==> config.mk <==
export PLATFORM = sky130hd
export DESIGN_NAME = lcg_modmul
export DESIGN_NICKNAME = d
export VERILOG_FILES = /design/src/rtl/lcg_pkg.sv /design/src/rtl/lcg_modmul.sv
export SDC_FILE = /design/constraint.sdc
export NUM_CORES = 1
export LEC_CHECK = 0
export ABC_AREA = 1
export CORE_UTILIZATION = 30
export CTS_CLUSTER_SIZE = 25
export DETAILED_ROUTE_END_ITERATION = 10
export PLACE_DENSITY = 0.58
export SYNTH_ARGS = -nofsm -noshare
export SYNTH_HDL_FRONTEND = slang
export SYNTH_SLANG_ARGS = --single-unit
==> constraint.sdc <==
create_clock -name i_clk -period 3.55 [get_ports i_clk]
set_clock_uncertainty 0.2 [all_clocks]
set_input_delay 0.355 -clock i_clk [delete_from_list [all_inputs] [get_ports i_clk]]
set_output_delay 0.355 -clock i_clk [all_outputs]
set_load 0.02 [all_outputs]
==> src/rtl/lcg_pkg.sv <==
// -----------------------------------------------------------------------------
// lcg_pkg
// Shared definitions for the Park-Miller LCG (X(n+1) = 16807*X(n) mod 2^31-1):
//   LCG_MOD          - modulus 2^31-1
//   LCG_MULT_DEFAULT - default multiplier 16807
//   lcg_state_t      - checker FSM states
//   lcg_legal()      - a state word is legal when 1 <= word <= LCG_MOD-1
// -----------------------------------------------------------------------------
package lcg_pkg;

   localparam logic [31:0] LCG_MOD          = 32'h7FFF_FFFF;
   localparam int          LCG_MULT_DEFAULT = 16807;

   typedef enum logic [1:0] {
      S_IDLE = 2'd0,
      S_MUL  = 2'd1,
      S_RED  = 2'd2,
      S_WAIT = 2'd3
   } lcg_state_t;

   // Zero is a fixed point of the recurrence and LCG_MOD aliases zero, so
   // neither can appear in a healthy stream.
   function automatic logic lcg_legal(input logic [31:0] word);
      return (word != 32'd0) && (word < LCG_MOD);
   endfunction

endpackage

==> src/rtl/lcg_modmul.sv <==
// -----------------------------------------------------------------------------
// lcg_modmul
// Two-stage registered y = x*MULT mod (2^31-1).
//   Stage 1: product = x*MULT (46-bit unsigned).
//   Stage 2: fold the upper bits back in (2^31 == 1 mod M) and apply a
//            single conditional subtract.
// Result appears two clocks after i_x is presented and stays stable while
// i_x is held. MULT must be below 2^15 so the fold fits in one subtract.
// Ports:
//   i_clk - clock
//   i_rst - asynchronous active-high reset (clears both stages)
//   i_x   - operand, expected in 1..M-1
//   o_y   - registered result
// -----------------------------------------------------------------------------
module lcg_modmul
   import lcg_pkg::*;
#(
   parameter int MULT = LCG_MULT_DEFAULT
) (
   input  logic        i_clk,
   input  logic        i_rst,
   input  logic [30:0] i_x,
   output logic [30:0] o_y
);

   localparam logic [14:0] MULT_V = 15'(MULT);

   logic [45:0] product_reg;
   logic [31:0] fold;
   logic [31:0] fold_red;
   logic [30:0] y_reg;

   always_ff @(posedge i_clk or posedge i_rst) begin
      if (i_rst) begin
         product_reg <= '0;
      end else begin
         product_reg <= 46'(i_x) * 46'(MULT_V);
      end
   end

   // fold < 2*M for any 46-bit product with MULT < 2^15, so one subtract
   // brings it into range.
   assign fold     = {1'b0, product_reg[30:0]} + {17'd0, product_reg[45:31]};
   assign fold_red = (fold >= LCG_MOD) ? (fold - LCG_MOD) : fold;

   always_ff @(posedge i_clk or posedge i_rst) begin
      if (i_rst) begin
         y_reg <= '0;
      end else begin
         y_reg <= fold_red[30:0];
      end
   end

   assign o_y = y_reg;

endmodule

Word level (Yosys, flattened, before mapping)
Index checks and enable logic that the tools add are counted.
Word-level totals
  flip-flop bits (word level): 77
  output and inout port bits: 31
  input bits: 33
Cells by class
  multiply operators: 1
  $add $sub $neg: 2
  multiplexer cells: 1
  magnitude comparators: 1
Operator list (count)
  $mul A31 B15 Y46 const B: 1
  $add A31 B15 Y32: 1
  $ge A32 B31 Y1 const B: 1
  $mux W31: 1
  $sub A31 B31 Y31 const B: 1

Longest topological paths before layout
  depth in word-level cells: 3
  gate-level depth with buffers: 24
  gate-level depth less buffers: 24

Worst setup path after synthesis
OpenSTA, ideal clock, no wires.
  path type: input -> register
  from: in i_x[26]
  to: reg product_reg[43]
  slack: -1.636 ns
  required time: 3.217 ns
  buffers on the path: 0
  stages: 21
  arrival: 4.853 ns
  cell sequence: inv_1 -> fa_1 -> inv_1 -> ha_1 -> inv_1 -> fa_1 -> inv_1 -> fa_1 -> fa_1 -> inv_1 -> fa_1 -> inv_1 -> ha_1 -> nand2_1 -> nor2_1 -> inv_1 -> nor4_1 -> nand3_1 -> nand3_1 -> a31oi_1 -> xor2_1
On the way
  longest elaborated chain between the ends: 1
Ends and longest elaborated chain
  start, declared: line lcg_modmul.sv:22  | input logic [30:0] i_x,
  $mul A31 B15 Y46: line lcg_modmul.sv:37  | product_reg <= 46'(i_x) * 46'(MULT_V);
  end signal, assigned: line lcg_modmul.sv:37
  end, declared: line lcg_modmul.sv:28  | logic [45:0] product_reg;
No other way between the ends.

Final worst setup path
  from: in i_x[27]
  to: reg product_reg[44]
Same word-level chain as after synthesis.

==> impl_results.md <==
- Outcome: complete, but fails checks
- Failing checks: setup timing
- Vias in the first global route: roughly 12000
- Fin crit share: 1.416
- Die Wd: 208.5 um
- GRT overflow: 0
- Critical path endpoint category: flip-flop
- Slew @ Worst Pin: 0.8419 ns
- Largest net degree at the start of global routing: 39
- Num CTS Buffers: 9
- Netlist Area Pre-Place: 0.01280 mm2
- Die Height: 208.5 um
- Routed wire per std cell: 14.21 um
- Hold Path Class: in2reg
- Area Overhead vs Synth: 42.99%
- Hold-fix buffers, CTS: 0
- Ant. Diodes: 0
- Iter 0 DRT Violations: ~430
- Clk_lat worst skew: 0.35 ns
- Commonest non-fill, non-tap cell in the layout: inv_1
- H-tree levels: 3
- Slowest stage delay, CP: between 0.5 and 0.6 ns
- Worst setup slack after layout: -1.477 ns
- Row cnt: 75
- Final Net Count: 2323
- Post-route design area: ~0.018 mm2
- Total number of vias: approximately 11000
- Cells after DPL: 2432
- Peak Freq: about 200 MHz
- Final Slew Violations: 0
- Sequential cell area fraction in the yosys report: 0.1506
- Setup Crit Path Kind: in2reg
- Number of flip-flops in the largest register: 46
- Syn Area/Cell: 7.747 um2
- Hold_ws: 0.2541 ns
- Antenna viol nets, final: 0
- Synth Net Count: 2022
- Yosys Warn Count: 0
- WL final: between 30 and 40 mm
- Filler cells: 4084
- Top_reg_cell synth: dfrtp_1
- Critical path peak fanout: 4
- RSZ-0062 raised after global routing: yes
- Root buffer cell: clkbuf_16
- Max_cap viols: 0
- Final hold vios: 0
- Post-synth ARST share: 1.000
- Startpoint types: primary input
- Worst EP arrival: 5.06 ns
- CTS tree: built
- Clk pin slew, worst setup/hold paths: 0.06 ns
- Rel. slew slack: 0.4388
- Setup violations, final: 38
- Synth Register Bits: 77
- Synth unique cells: 46
- GP Congestion: 0.9249
- Core area: 0.04204 mm2
- IO Port Bufs: 63
- EDFF count, synth: 0
- DP HPWL: approximately 31 mm
- Clk buf depth: 2
- Final Non-Filler Cells: 2496
- Worst path slowest cell: fa_1
- Commonest non-fill, non-tap cells in the layout: inv_1, nand2_1, buf_4
- Full die area: 0.04349 mm2
- DRC viols: 0
- Vias per inst: 4.487
- Total GRT Usage: 0.1679
- CP required: roughly 3.6 ns
- Global-route wire length before repair: 58.40 mm
- Finished Core Util: 0.4353
- Initial Util: 0.3044
- Period minus WS final: 5.027 ns
- Clock Sinks: 77
- IO Count: 64
- CP cell instances: buf_8, clkinvlp_4, fa_1, inv_1, ha_1, inv_2, fa_1, inv_2, fa_2, fa_1, inv_1, fa_1, inv_2, ha_4, buf_12, a21o_4, a31oi_4, o21ai_1, a31oi_2, nand3_4, nand2_2, nand2_2, xor2_1
- Drt first pass iters: 5
- Mapped Cells: 1652
- CP top delay family: adder cells
- Initial antenna violation count: 0
- Layout cell share with drive strength beyond 1: 0.3388
- WP buf/inv: 8
- Crit-path most repeated cell: fa_1
- Area post-placement: roughly 0.016 mm2
[cell type report]
class	count	area (um2)	area share
Sequential cell	77	1927	0.1053
Clock buffer	9	225.2	0.01231
Timing Repair Buffer	295	2596	0.1419
Inverter	447	1748	0.09552
Clock inverter	6	41.29	0.002256
Multi-Input combinational cell	1123	11090	0.6059
Tap cell	539	674.4	0.03685
[worst register-to-register path, delay by kind of cell (launching register included)]
| kind | cells | cell delay [ns] |
|---|---|---|
| xor+xnor | 1 | 0.38 |
| fa+ha+maj | 2 | 0.70 |
| flops | 1 | 0.41 |
| simple gates | 9 | 1.47 |
[what timing repair did]
action | CTS | global route
hold endpoints to repair | 0 | 0
gates resized for setup | 354 | 123
setup buffers | 39 | 21
setup endpoints to repair | 39 | 41
pin swaps | 190 | 157
[per-layer routing]
| layer | vias to the layer above | GRT usage | part of all wire |
|---|---|---|---|
| li1 | 5643 | - | - |
| met1 | 5359 | 0.2281 | 0.47 |
| met2 | 157 | 0.2909 | 0.49 |
| met3 | 40 | 0.009811 | 0.022 |
| met4 | 0 | 0.04082 | 0.020 |
| met5 | - | 0 | 0 |
[cells by family (layout without fill, tap and decap cells)]
kind of cell | Yosys count | after routing | synth area share
AND/OR/NAND/NOR | 606 | 606 | 0.2097
flip-flops | 77 | 77 | 0.1506
XOR/XNOR | 57 | 57 | 0.04106
buffers and inverters | 452 | 757 | 0.1340
AO/OA/AOI/OAI | 123 | 123 | 0.05651
adder cells (fa/ha/maj) | 337 | 337 | 0.4081
[per-stage QoR]
step | worst slack (ns) | setup TNS [ns]
after floorplan | -1.420 | -41.25
after global placement | -2.447 | -78.90
after CTS | -1.522 | -44.85
after global routing | -1.635 | -49.75
after detailed placement | -2.466 | -80.26
final | -1.477 | -43.96
[path summary, 6_finish.rpt]
path	startpoint	end	slack (ns)	cells after the start
worst min register to register	product_reg[28]	o_y[28]	0.44	3
max in group asynchronous	i_rst	product_reg[24]	2.07	3
worst max register to register	product_reg[31]	o_y[24]	0.27	12
worst max-delay path	i_x[27]	product_reg[44]	-1.48	23
worst min-delay path	i_x[30]	product_reg[44]	0.25	3
min in group asynchronous	i_rst	o_y[10]	0.31	2
[synth_stat cells, types with 2 or more instances]
master / number / area (um2)
inv_1: 440 / 1652
nand2_1: 322 / 1209
ha_1: 203 / 2540
fa_1: 134 / 2683
nor2_1: 113 / 424.2
nand3_1: 78 / 390.4
dfrtp_1: 77 / 1927
a21oi_1: 44 / 220.2
xor2_1: 37 / 324.1
o21ai_0: 32 / 160.2
nand2_2: 23 / 143.9
xnor2_1: 18 / 157.7
a31oi_1: 17 / 106.4
nand4_1: 14 / 87.58
nor3_1: 12 / 60.06
nand3b_1: 11 / 82.58
a21o_1: 10 / 75.07
nor2_2: 7 / 43.79
a21boi_0: 5 / 37.54
inv_2: 5 / 18.77
nor2_4: 5 / 56.30
o31ai_1: 5 / 37.54
o21bai_1: 4 / 30.03
and3_1: 3 / 18.77
nand2_4: 3 / 33.78
nor4_1: 3 / 18.77
or2_2: 3 / 18.77
a21oi_2: 2 / 17.52
buf_2: 2 / 10.01
clkbuf_1: 2 / 7.510
clkinv_1: 2 / 7.510
nand3_2: 2 / 20.02
Power is left out: the tool's default activity adds up to more than one toggle a clock period on the data nets, which glitch-free logic cannot reach.
